### config.mk
export PLATFORM = sky130hd
export DESIGN_NAME = velocity_cell_streamer_flat
export DESIGN_NICKNAME = d
export VERILOG_FILES = /design/src/rtl/md_vel_pkg.sv /design/src/rtl/velocity_cell_streamer_if.sv /design/src/rtl/vel_skid_fifo.sv /design/src/rtl/velocity_cell_streamer.sv /design/src/flat_wrapper.sv
export SDC_FILE = /design/constraint.sdc
export NUM_CORES = 1
export LEC_CHECK = 0
export BUFFER_PORTS_ARGS = -buffer_cell sky130_fd_sc_hd__buf_2
export CORE_UTILIZATION = 30
export CTS_BUF_LIST = sky130_fd_sc_hd__clkbuf_8
export DETAILED_ROUTE_END_ITERATION = 16
export GPL_ROUTABILITY_DRIVEN = 0
export PLACE_DENSITY_LB_ADDON = 0.3
export REMOVE_ABC_BUFFERS = 1
export SLEW_MARGIN = 10
export SYNTH_ARGS = -nofsm -noshare
export SYNTH_HDL_FRONTEND = slang
export SYNTH_SLANG_ARGS = --single-unit
### constraint.sdc
create_clock -name clock -period 9.3 [get_ports clock]
set_input_delay 1.395 -clock clock [delete_from_list [all_inputs] [get_ports clock]]
set_output_delay 1.395 -clock clock [all_outputs]
set_load 0.005 [all_outputs]
### src/rtl/md_vel_pkg.sv
// Shared types and constants for the velocity cell streamer.
//   DataWidth / AddrWidth : RAM word and address widths
//   vel_t                 : one velocity word {vz, vy, vx}
//   stream_word_t         : output FIFO entry {vel, id}
//   state_e               : controller states
package md_vel_pkg;

  localparam int unsigned DataWidth = 96;
  localparam int unsigned AddrWidth = 8;

  typedef struct packed {
    logic [31:0] vz;
    logic [31:0] vy;
    logic [31:0] vx;
  } vel_t;

  typedef struct packed {
    vel_t                 vel;
    logic [AddrWidth-1:0] id;
  } stream_word_t;

  typedef enum logic [2:0] {
    StIdle,
    StCntRd,
    StCntWait,
    StStream,
    StFinish
  } state_e;

endpackage

### src/rtl/velocity_cell_streamer_if.sv
// Stream-out and write-back handshakes between the streamer and the motion-update unit.
//   out_vel/out_id/out_valid/out_ready : velocity stream towards motion update
//   wb_vel/wb_id/wb_valid/wb_ready     : updated velocities coming back
// master = streamer side, slave = motion-update side.
interface velocity_cell_streamer_if;
  import md_vel_pkg::*;

  logic [DataWidth-1:0] out_vel;
  logic [AddrWidth-1:0] out_id;
  logic                 out_valid;
  logic                 out_ready;
  logic [DataWidth-1:0] wb_vel;
  logic [AddrWidth-1:0] wb_id;
  logic                 wb_valid;
  logic                 wb_ready;

  modport master (
    output out_vel, out_id, out_valid,
    input  out_ready,
    input  wb_vel, wb_id, wb_valid,
    output wb_ready
  );

  modport slave (
    input  out_vel, out_id, out_valid,
    output out_ready,
    output wb_vel, wb_id, wb_valid,
    input  wb_ready
  );

endinterface

### src/rtl/vel_skid_fifo.sv
// Two-entry fall-through FIFO for the velocity stream.
//   clock, rst_n            : clock, async active-low reset
//   in_valid_i / in_data_i  : word arriving from the RAM (caller guarantees space)
//   out_valid_o/out_data_o  : head word, out_ready_i pops it
//   occupancy_o             : number of stored entries (bypassed words not counted)
module vel_skid_fifo
  import md_vel_pkg::*;
(
  input  logic         clock,
  input  logic         rst_n,
  input  logic         in_valid_i,
  input  stream_word_t in_data_i,
  output logic         out_valid_o,
  output stream_word_t out_data_o,
  input  logic         out_ready_i,
  output logic [1:0]   occupancy_o
);

  stream_word_t store_q [2];
  logic         wr_ptr_q, rd_ptr_q;
  logic [1:0]   cnt_q;
  logic         empty, bypass, push, pop;

  always_comb begin
    empty       = (cnt_q == 2'd0);
    // An arriving word goes straight out when nothing is queued ahead of it.
    bypass      = empty & in_valid_i & out_ready_i;
    push        = in_valid_i & ~bypass;
    pop         = ~empty & out_ready_i;
    out_valid_o = ~empty | in_valid_i;
    out_data_o  = '0;
    if (!empty) begin
      out_data_o = store_q[rd_ptr_q];
    end else if (in_valid_i) begin
      out_data_o = in_data_i;
    end
    occupancy_o = cnt_q;
  end

  always_ff @(posedge clock or negedge rst_n) begin
    if (!rst_n) begin
      store_q[0] <= '0;
      store_q[1] <= '0;
      wr_ptr_q   <= 1'b0;
      rd_ptr_q   <= 1'b0;
      cnt_q      <= 2'd0;
    end else begin
      if (push) begin
        store_q[wr_ptr_q] <= in_data_i;
        wr_ptr_q          <= ~wr_ptr_q;
      end
      if (pop) begin
        rd_ptr_q <= ~rd_ptr_q;
      end
      cnt_q <= cnt_q + {1'b0, push} - {1'b0, pop};
    end
  end

endmodule

### src/rtl/velocity_cell_streamer.sv
// Sole master of one per-cell velocity RAM (word 0 = count N, words 1..N = velocities).
// On start reads N, streams every velocity out and writes returned velocities back.
//   clock, rst_n        : clock, async active-low reset
//   start_i             : one-cycle start pulse (ignored unless idle)
//   busy_o / done_o     : cell in progress / one-cycle completion pulse
//   mem_*               : single-port RAM with 1-cycle read latency
//   cell_if (master)    : stream-out and write-back handshakes
//   wb_err_o            : sticky bad-write-back flag
// Optional: VEL_WB_CHECK_EN enables write-back id checking (suppresses bad writes).
module velocity_cell_streamer
  import md_vel_pkg::*;
#(
  parameter int unsigned ParticleNum = 220
) (
  input  logic                     clock,
  input  logic                     rst_n,
  input  logic                     start_i,
  output logic                     busy_o,
  output logic                     done_o,
  output logic [AddrWidth-1:0]     mem_address_o,
  output logic [DataWidth-1:0]     mem_data_o,
  output logic                     mem_rden_o,
  output logic                     mem_wren_o,
  input  logic [DataWidth-1:0]     mem_q_i,
  velocity_cell_streamer_if.master cell_if,
  output logic                     wb_err_o
);

  localparam logic [AddrWidth-1:0] MaxCount = AddrWidth'(ParticleNum - 1);

  state_e               state_q, state_d;
  logic [AddrWidth-1:0] n_q, n_d, rd_ptr_q, rd_ptr_d, rd_id_q;
  logic [AddrWidth-1:0] out_cnt_q, out_cnt_d, wb_cnt_q, wb_cnt_d, addr_q;
  logic                 inflight_q;
  logic                 wb_fire, wb_bad, rd_en, cnt_rd, out_fire, fifo_valid;
  logic [1:0]           fifo_occ;
  stream_word_t         fifo_in, fifo_out;

  assign wb_fire = cell_if.wb_valid & (state_q == StStream);

`ifdef VEL_WB_CHECK_EN
  logic wb_err_q, wb_err_d;

  always_comb begin
    // out_cnt_q <= N, so "not yet streamed" also covers ids beyond N.
    wb_bad   = (cell_if.wb_id == '0) | (cell_if.wb_id > out_cnt_q);
    wb_err_d = wb_err_q;
    if ((state_q == StIdle) && start_i) begin
      wb_err_d = 1'b0;
    end else if (wb_fire && wb_bad) begin
      wb_err_d = 1'b1;
    end
  end

  always_ff @(posedge clock or negedge rst_n) begin
    if (!rst_n) begin
      wb_err_q <= 1'b0;
    end else begin
      wb_err_q <= wb_err_d;
    end
  end

  assign wb_err_o = wb_err_q;
`else
  assign wb_bad   = 1'b0;
  assign wb_err_o = 1'b0;
`endif

  assign fifo_in.vel = mem_q_i;
  assign fifo_in.id  = rd_id_q;

  vel_skid_fifo u_fifo (
    .clock       (clock),
    .rst_n       (rst_n),
    .in_valid_i  (inflight_q),
    .in_data_i   (fifo_in),
    .out_valid_o (fifo_valid),
    .out_data_o  (fifo_out),
    .out_ready_i (cell_if.out_ready),
    .occupancy_o (fifo_occ)
  );

  always_comb begin
    out_fire = fifo_valid & cell_if.out_ready;
    cnt_rd   = (state_q == StCntRd);
    // Credit: stored words plus the read in flight must leave room for this read.
    rd_en    = (state_q == StStream) & ~wb_fire & (rd_ptr_q <= n_q) &
               (({1'b0, fifo_occ} + {2'b00, inflight_q}) < 3'd2);

    mem_wren_o = wb_fire & ~wb_bad;
    mem_rden_o = rd_en | cnt_rd;
    mem_data_o = mem_wren_o ? cell_if.wb_vel : '0;
    if (mem_wren_o) begin
      mem_address_o = cell_if.wb_id;
    end else if (rd_en) begin
      mem_address_o = rd_ptr_q;
    end else if (cnt_rd) begin
      mem_address_o = '0;
    end else begin
      mem_address_o = addr_q;
    end

    cell_if.out_valid = fifo_valid;
    cell_if.out_vel   = fifo_out.vel;
    cell_if.out_id    = fifo_out.id;
    cell_if.wb_ready  = (state_q == StStream);
  end

  always_comb begin
    state_d   = state_q;
    n_d       = n_q;
    rd_ptr_d  = rd_ptr_q;
    out_cnt_d = out_cnt_q + {{(AddrWidth-1){1'b0}}, out_fire};
    wb_cnt_d  = wb_cnt_q + {{(AddrWidth-1){1'b0}}, wb_fire};
    busy_o    = 1'b0;
    done_o    = 1'b0;
    unique case (state_q)
      StIdle: begin
        if (start_i) begin
          state_d   = StCntRd;
          out_cnt_d = '0;
          wb_cnt_d  = '0;
        end
      end
      StCntRd: begin
        busy_o  = 1'b1;
        state_d = StCntWait;
      end
      StCntWait: begin
        busy_o   = 1'b1;
        n_d      = (mem_q_i[AddrWidth-1:0] > MaxCount) ? MaxCount : mem_q_i[AddrWidth-1:0];
        rd_ptr_d = AddrWidth'(1);
        state_d  = (n_d == '0) ? StFinish : StStream;
      end
      StStream: begin
        busy_o = 1'b1;
        if (rd_en) begin
          rd_ptr_d = rd_ptr_q + AddrWidth'(1);
        end
        // Use next-state counts so done follows the last event by one cycle.
        if ((out_cnt_d == n_q) && (wb_cnt_d >= n_q)) begin
          state_d = StFinish;
        end
      end
      StFinish: begin
        done_o  = 1'b1;
        state_d = StIdle;
      end
      default: state_d = StIdle;
    endcase
  end

  always_ff @(posedge clock or negedge rst_n) begin
    if (!rst_n) begin
      state_q    <= StIdle;
      n_q        <= '0;
      rd_ptr_q   <= '0;
      rd_id_q    <= '0;
      inflight_q <= 1'b0;
      out_cnt_q  <= '0;
      wb_cnt_q   <= '0;
      addr_q     <= '0;
    end else begin
      state_q    <= state_d;
      n_q        <= n_d;
      rd_ptr_q   <= rd_ptr_d;
      inflight_q <= rd_en;
      out_cnt_q  <= out_cnt_d;
      wb_cnt_q   <= wb_cnt_d;
      addr_q     <= mem_address_o;
      if (rd_en) begin
        rd_id_q <= rd_ptr_q;
      end
    end
  end

endmodule

### src/flat_wrapper.sv
// flat-port wrapper written by rule: the top's interface ports become plain ports
module velocity_cell_streamer_flat import md_vel_pkg::*;
#(
  parameter int unsigned ParticleNum = 220
)
  (clock, rst_n, start_i, busy_o, done_o, mem_address_o, mem_data_o, mem_rden_o, mem_wren_o, mem_q_i, wb_err_o, cell_if_out_vel, cell_if_out_id, cell_if_out_valid, cell_if_out_ready, cell_if_wb_vel, cell_if_wb_id, cell_if_wb_valid, cell_if_wb_ready);
  velocity_cell_streamer_if cell_if_i ();
  input  logic clock;
  input  logic rst_n;
  input  logic start_i;
  output logic busy_o;
  output logic done_o;
  output logic [AddrWidth-1:0] mem_address_o;
  output logic [DataWidth-1:0] mem_data_o;
  output logic mem_rden_o;
  output logic mem_wren_o;
  input  logic [DataWidth-1:0] mem_q_i;
  output logic wb_err_o;
  output wire logic [$bits(cell_if_i.out_vel)-1:0] cell_if_out_vel;
  output wire logic [$bits(cell_if_i.out_id)-1:0] cell_if_out_id;
  output wire logic [$bits(cell_if_i.out_valid)-1:0] cell_if_out_valid;
  input wire logic [$bits(cell_if_i.out_ready)-1:0] cell_if_out_ready;
  input wire logic [$bits(cell_if_i.wb_vel)-1:0] cell_if_wb_vel;
  input wire logic [$bits(cell_if_i.wb_id)-1:0] cell_if_wb_id;
  input wire logic [$bits(cell_if_i.wb_valid)-1:0] cell_if_wb_valid;
  output wire logic [$bits(cell_if_i.wb_ready)-1:0] cell_if_wb_ready;
  assign cell_if_out_vel = cell_if_i.out_vel;
  assign cell_if_out_id = cell_if_i.out_id;
  assign cell_if_out_valid = cell_if_i.out_valid;
  assign cell_if_i.out_ready = cell_if_out_ready;
  assign cell_if_i.wb_vel = cell_if_wb_vel;
  assign cell_if_i.wb_id = cell_if_wb_id;
  assign cell_if_i.wb_valid = cell_if_wb_valid;
  assign cell_if_wb_ready = cell_if_i.wb_ready;
  velocity_cell_streamer #(.ParticleNum(ParticleNum)) u_core (.clock(clock), .rst_n(rst_n), .start_i(start_i), .busy_o(busy_o), .done_o(done_o), .mem_address_o(mem_address_o), .mem_data_o(mem_data_o), .mem_rden_o(mem_rden_o), .mem_wren_o(mem_wren_o), .mem_q_i(mem_q_i), .cell_if(cell_if_i), .wb_err_o(wb_err_o));
endmodule
Word-level counts from Yosys, hierarchy flattened:

Index checks and enable logic that the tools add are counted.

* add/sub/neg operators: 6
* order comparisons: 7
* eq/ne operators: 8
* multiplexer cells: 25
* bitwise operators: 18
* reductions and logical operators: 9

Operators by type and width (number)
* 2-to-1 mux 104 bit: 6
* bitwise mux 208 bit: 1
* demux 104 bit (select 1 bit): 1
* 2-to-1 mux 96 bit: 1
* 2-to-1 mux 8 bit: 9
* adder 8 x 1 -> 8 bit: 2
* one-hot mux 8 bit (2 select lines): 1
* one-hot mux 3 bit (4 select lines): 1
* bitwise AND 1 bit: 9
* 2-to-1 mux 3 bit: 3
* adder 8 x 1 -> 8 bit, second input constant: 1
* equality test 8 bit: 1
* >= comparator 8 bit: 1
* greater-than comparator 8 bit, second input constant: 1
* <= comparator 8 bit: 1
* zero test 8 bit: 1
* equality test 3 x 2 -> 1 bit, second input constant: 2
* NOT 1 bit: 5
* >= comparator 2 bit, second input constant: 2
* inequality test 2 x 1 -> 1 bit, second input constant: 2
* NOT 1 -> 2 bit: 2
* AND reduction 2 bit: 2
* adder 2 x 1 -> 3 bit: 1
* equality test 3 x 1 -> 1 bit, second input constant: 1
* 13 further kinds: 16

* register bits after elaboration: 264

Longest topological paths before layout:

* word-level depth: 9
* gate-level depth with buffers: 20

Cells and area by module:

Synthesis repeated with hierarchy kept, for this count alone.

* cell total of the unflattened synthesis: 1223
* area, all modules: 14078.5 µm²

Modules (own cells, without submodules)
* vel_skid_fifo: instances 1, cells each 815, area an instance 10598.9 µm², sequential area each 5305.1 µm²
* velocity_cell_streamer: instances 1, cells each 408, area an instance 3479.6 µm², sequential area each 1301.2 µm²

Worst setup path after synthesis:

No wires, ideal clock.

* kind: input-to-reg
* start point: input cell_if_wb_valid
* end point: register u_core.state_q[0]
* library setup time: 142 ps
* arrival: 4059 ps
* data required time: 9158 ps
* slack: 5099 ps
* cell stages on the path: 15
* path through: clkbuf_1 > nand2_1 > clkinv_1 > ha_1 > ha_1 > nand3_1 > nor2_1 > xnor2_1 > inv_1 > ha_1 > nand4_1 > o31ai_1 > nand4_2 > a2111oi_4 > o32ai_1

* word-level cells in the longest chain between the ends: 6

RTL lines
* start: declaration: RTL line flat_wrapper.sv:25 `input wire logic [$bits(cell_if_i.wb_valid)-1:0] cell_if_wb_valid;`
* bitwise AND 1 bit: RTL line velocity_cell_streamer.sv:39 `assign wb_fire = cell_if.wb_valid & (state_q == StStream);`
* named net mem_wren_o: RTL line flat_wrapper.sv:16 `output logic mem_wren_o;`
* adder 8 x 1 -> 8 bit: RTL line velocity_cell_streamer.sv:114 `wb_cnt_d = wb_cnt_q + {{(AddrWidth-1){1'b0}}, wb_fire};`
* >= comparator 8 bit: RTL line velocity_cell_streamer.sv:141 `if ((out_cnt_d == n_q) && (wb_cnt_d >= n_q)) begin`
* logical AND 1 bit: RTL line velocity_cell_streamer.sv:141
* inequality test 2 x 1 -> 1 bit (no line)
* AND reduction 2 bit (no line)
* end signal: assignment: RTL line velocity_cell_streamer.sv:155 `state_q <= StIdle;`
* end signal: assignment: RTL line velocity_cell_streamer.sv:164 `state_q <= state_d;`
* end: declaration: RTL line velocity_cell_streamer.sv:31 `state_e state_q, state_d;`

The timed path passes the listed nets, and every way through them passes these cells.
A chain may end at the register's enable or synchronous reset.

Worst setup path in the final report:

* start point: input cell_if_wb_valid
* end point: output mem_address_o[6]

* word-level cells in the longest chain between the ends: 7

RTL lines
* bitwise AND 1 bit (*): RTL line velocity_cell_streamer.sv:39
* NOT 1 bit: RTL line velocity_cell_streamer.sv:87 `rd_en = (state_q == StStream) & ~wb_fire & (rd_ptr_q <= n_q) &`
* bitwise AND 1 bit (3 in series): RTL line velocity_cell_streamer.sv:87
* 2-to-1 mux 8 bit: RTL line velocity_cell_streamer.sv:95 `end else if (rd_en) begin`
* 2-to-1 mux 8 bit (*): RTL line velocity_cell_streamer.sv:93 `if (mem_wren_o) begin`
* end: declaration: RTL line flat_wrapper.sv:13 `output logic [AddrWidth-1:0] mem_address_o;`

Mark *: on every way between the ends. The rest lies on a longest branch, timed or not.

==> out/qor.yml <==
pwr:
  power.density_nw_per_um2: 320
  vdd_drop_max_uv: 217
  seqPwrFrac_pct: 37.2
  clkPwrFrac_pct: 21.1
  pwr-share-comb_pct: 41.8
  internal_power_mw: 3.57
  cellLeakagePower_nw: 8.51
  p_total_mw: 5.58
  swShare_pct: 35.9
  p_switching_mw: 2.00
timing:
  worst_slew_pin_slew_ns: 1.18
  fin_crit_sh_pct: 53.0
  setup-violations-final: 0
  slew_violations: 0
  worst_hold_slack_ns: 0.484
  fin_worst_skew_ns: 0.0316
  maxSlewHeadroom_pct: 21.1
  min_period_ns: 4.93
  finalHoldViolations: 0
  rsz0062_at_grt: "no"
  fmax_ghz: 0.203
worst_setup_path:
  slowest_delay_ns: 0.87
  cpMostUsedCell: "buf_2"
  slowest_stage: "buf_2"
  critPathMaxFanout: 98
  startpoint_type: "input pin"
  crit_required_ns: 7.91
  cp_data_arrival_time_ns: 3.54
  path_class: "in2out"
  cp_cell_sequence: "buf_2, nand2_1, clkinv_1, a31oi_1, a21oi_1, buf_2"
  path_buf_inv: 3
  cp.depth: 6
  end_kind: "output port"
  critPathTopFamily: "buffers and inverters"
  ff2ff_path_depth: 17
logic_synthesis:
  synth_ff_type: "dfrtp_1"
  ys_warn_count: 0
  yosysUniqueCellTypes: 51
  ys_seq_area_share_pct: 47.9
  synth_edf_count: 0
  yosysTopAreaCell: "dfrtp_1"
  synth_top_area_share_pct: 47.9
  yosysMostFrequentCell: "dfrtp_1"
  synthCells: 1237
  avgSynthCellArea_um2: 11.2
  synthTopCellsByCount: "dfrtp_1 (264), mux2_2 (198), nand3_1 (118)"
  syn-cell-area_um2: 13800
  ys_ff_latch: 264
  ys_top_cells_by_area: "dfrtp_1 (48%), mux2_2 (16%), mux2i_1 (7.8%), and3_1 (4.4%), nand3_1 (4.3%)"
  async_flop_share_pct: 100
global_routing:
  grt_pass1_vias: 11100
  grt_pass1_wl_mm: 64.2
  grt_use_met2_pct: 30.2
  busiest_layer: "met2"
  grt_max_degree: 211
  use_met3_pct: 4.15
  track_usage_pct: 17.6
  antenna_found_initial: 7
  use_met1_pct: 21.0
  globalRouteOverflowTotal: 0
clock_tree:
  cts_buffers: 48
  cts_tree: "done"
  clk_pin_slew_ns: 0.05
  post_cts_resized: 0
  cts_setup_buffers: 0
  cts_num_sinks: 264
  cts_hold_buf: 0
  cts-root-buf: "clkbuf_8"
  insertion_delay_ns: 0.61
  cts_max_path_buffers: 3
  htreeDepth: 2
detailed_routing:
  vias: 11200
  drc: 0
  antenna_left: 0
  drtIter0Drc: 554
  wl_per_cell_um: 18.8
  drtPass1Iterations: 5
  finalWirelength_mm: 42.3
  viasPerCell: 4.96
status:
  status: "complete, no violations"
layout:
  final_cell_area_um2: 17400
  multiInputGateArea_um2: 6720
  nFillCells: 4535
  area_delta_synth_final_pct: 26.2
  seq_area_um2: 6610
  nets: 1841
  drive_gt1_share_pct: 43.4
die:
  initial_core_util_pct: 30.4
  chipWidth_um: 216
  std_cell_rows: 78
  ioPinCount: 420
  die_h_um: 216
  die-area_um2: 46900
  fp.coreArea_um2: 45400
hold_path:
  hold_depth: 1
  hold_class: "reg2reg"
place:
  portBuffers: 418
  dp_hpwl_mm: 28.8
  placed_area_um2: 16400
job:
  max_cap_violations: 0
[layout make-up]
| type | count | area share (%) |
|---|---|---|
| antenna | 3 | 0.0431 |
| clock buffer | 65 | 5.14 |
| clock inverter | 21 | 0.841 |
| inverter | 20 | 0.431 |
| multi-input combinational | 849 | 38.6 |
| sequential | 264 | 38.0 |
| tap | 600 | 4.31 |
| timing repair buffer | 430 | 12.7 |
[cell usage in the layout (no fill, tap or decap), types with 7 or more instances in the layout]
master,instances
mux2_1,16
o21ai_0,111
nor2b_1,9
ha_1,23
buf_4,11
clkbuf_8,65
nor2_1,28
mux2i_1,108
dfrtp_1,262
o211ai_1,8
inv_1,30
a31oi_1,8
mux2_2,198
buf_2,417
xor2_1,7
nand3_1,117
nand2_1,22
xnor2_1,15
a21oi_1,24
and3_1,98
[kinds of logic after synthesis]
family / after synthesis / synth area share [%]
buffers and inverters: 124 / 3.69
multiplexers: 322 / 25.3
other: 1 / 0.0272
AO/OA/AOI/OAI: 176 / 7.36
AND/OR/NAND/NOR: 302 / 11.8
flip-flops: 264 / 47.9
adder cells (fa/ha/maj): 23 / 2.09
XOR/XNOR: 25 / 1.89
[registers in the layout (all words and copies together), names as in the netlist]
name                       flops
u_core.rd_ptr_q                8
u_core.u_fifo.occupancy_o      2
u_core.out_cnt_q               8
u_core.rd_id_q                 8
u_core.u_fifo.wr_ptr_q         1
u_core.inflight_q              1
u_core.addr_q                  8
u_core.state_q                 3
u_core.u_fifo.rd_ptr_q         1
u_core.n_q                     8
u_core.u_fifo.store_q        208
u_core.wb_cnt_q                8
[worst paths after layout]
path | startpoint | endpoint | slack (ns)
max | cell_if_wb_valid | mem_address_o[6] | 4.37
min | u_core.u_fifo.store_q[155] | u_core.u_fifo.store_q[155] | 0.48
max reg2reg | u_core.state_q[0] | u_core.state_q[0] | 5.45
min reg2reg | u_core.u_fifo.store_q[155] | u_core.u_fifo.store_q[155] | 0.48
max in group asynchronous | rst_n | u_core.u_fifo.store_q[97] | 7.05
min in group asynchronous | rst_n | u_core.u_fifo.store_q[22] | 0.84
[power by group through the flow]
stage                     clock (mW)  sequential, mW  combinational [mW]
after floorplan                    0            2.02                1.57
after global routing            1.28            2.15                2.57
after detailed placement           0            2.09                2.37
final                           1.18            2.07                2.33
after CTS                       1.22            2.07                2.38
after global placement             0            2.06                2.32
[layer usage]
metal / wire length (um) / part of all wire, % / up-vias
li1: - / - / 5243
met1: 17400 / 41 / 5442
met2: 21100 / 50 / 398
met3: 2450 / 5.8 / 78
met4: 1390 / 3.3 / 0
met5: 0 / 0 / -
[metrics by stage]
step,TNS (ns),instances,setup WS (ns),util [%]
6_report,0,2252,4.37,38.4
5_1_grt,0,2252,3.99,38.4
4_1_cts,0,2249,4.40,38.4
3_5_place_dp,0,2163,3.78,36.1
3_3_place_gp,0,2163,3.95,36.1
2_1_floorplan,-13.29,1133,-0.129,-
Note: power is estimated with default switching activity, not from simulation.
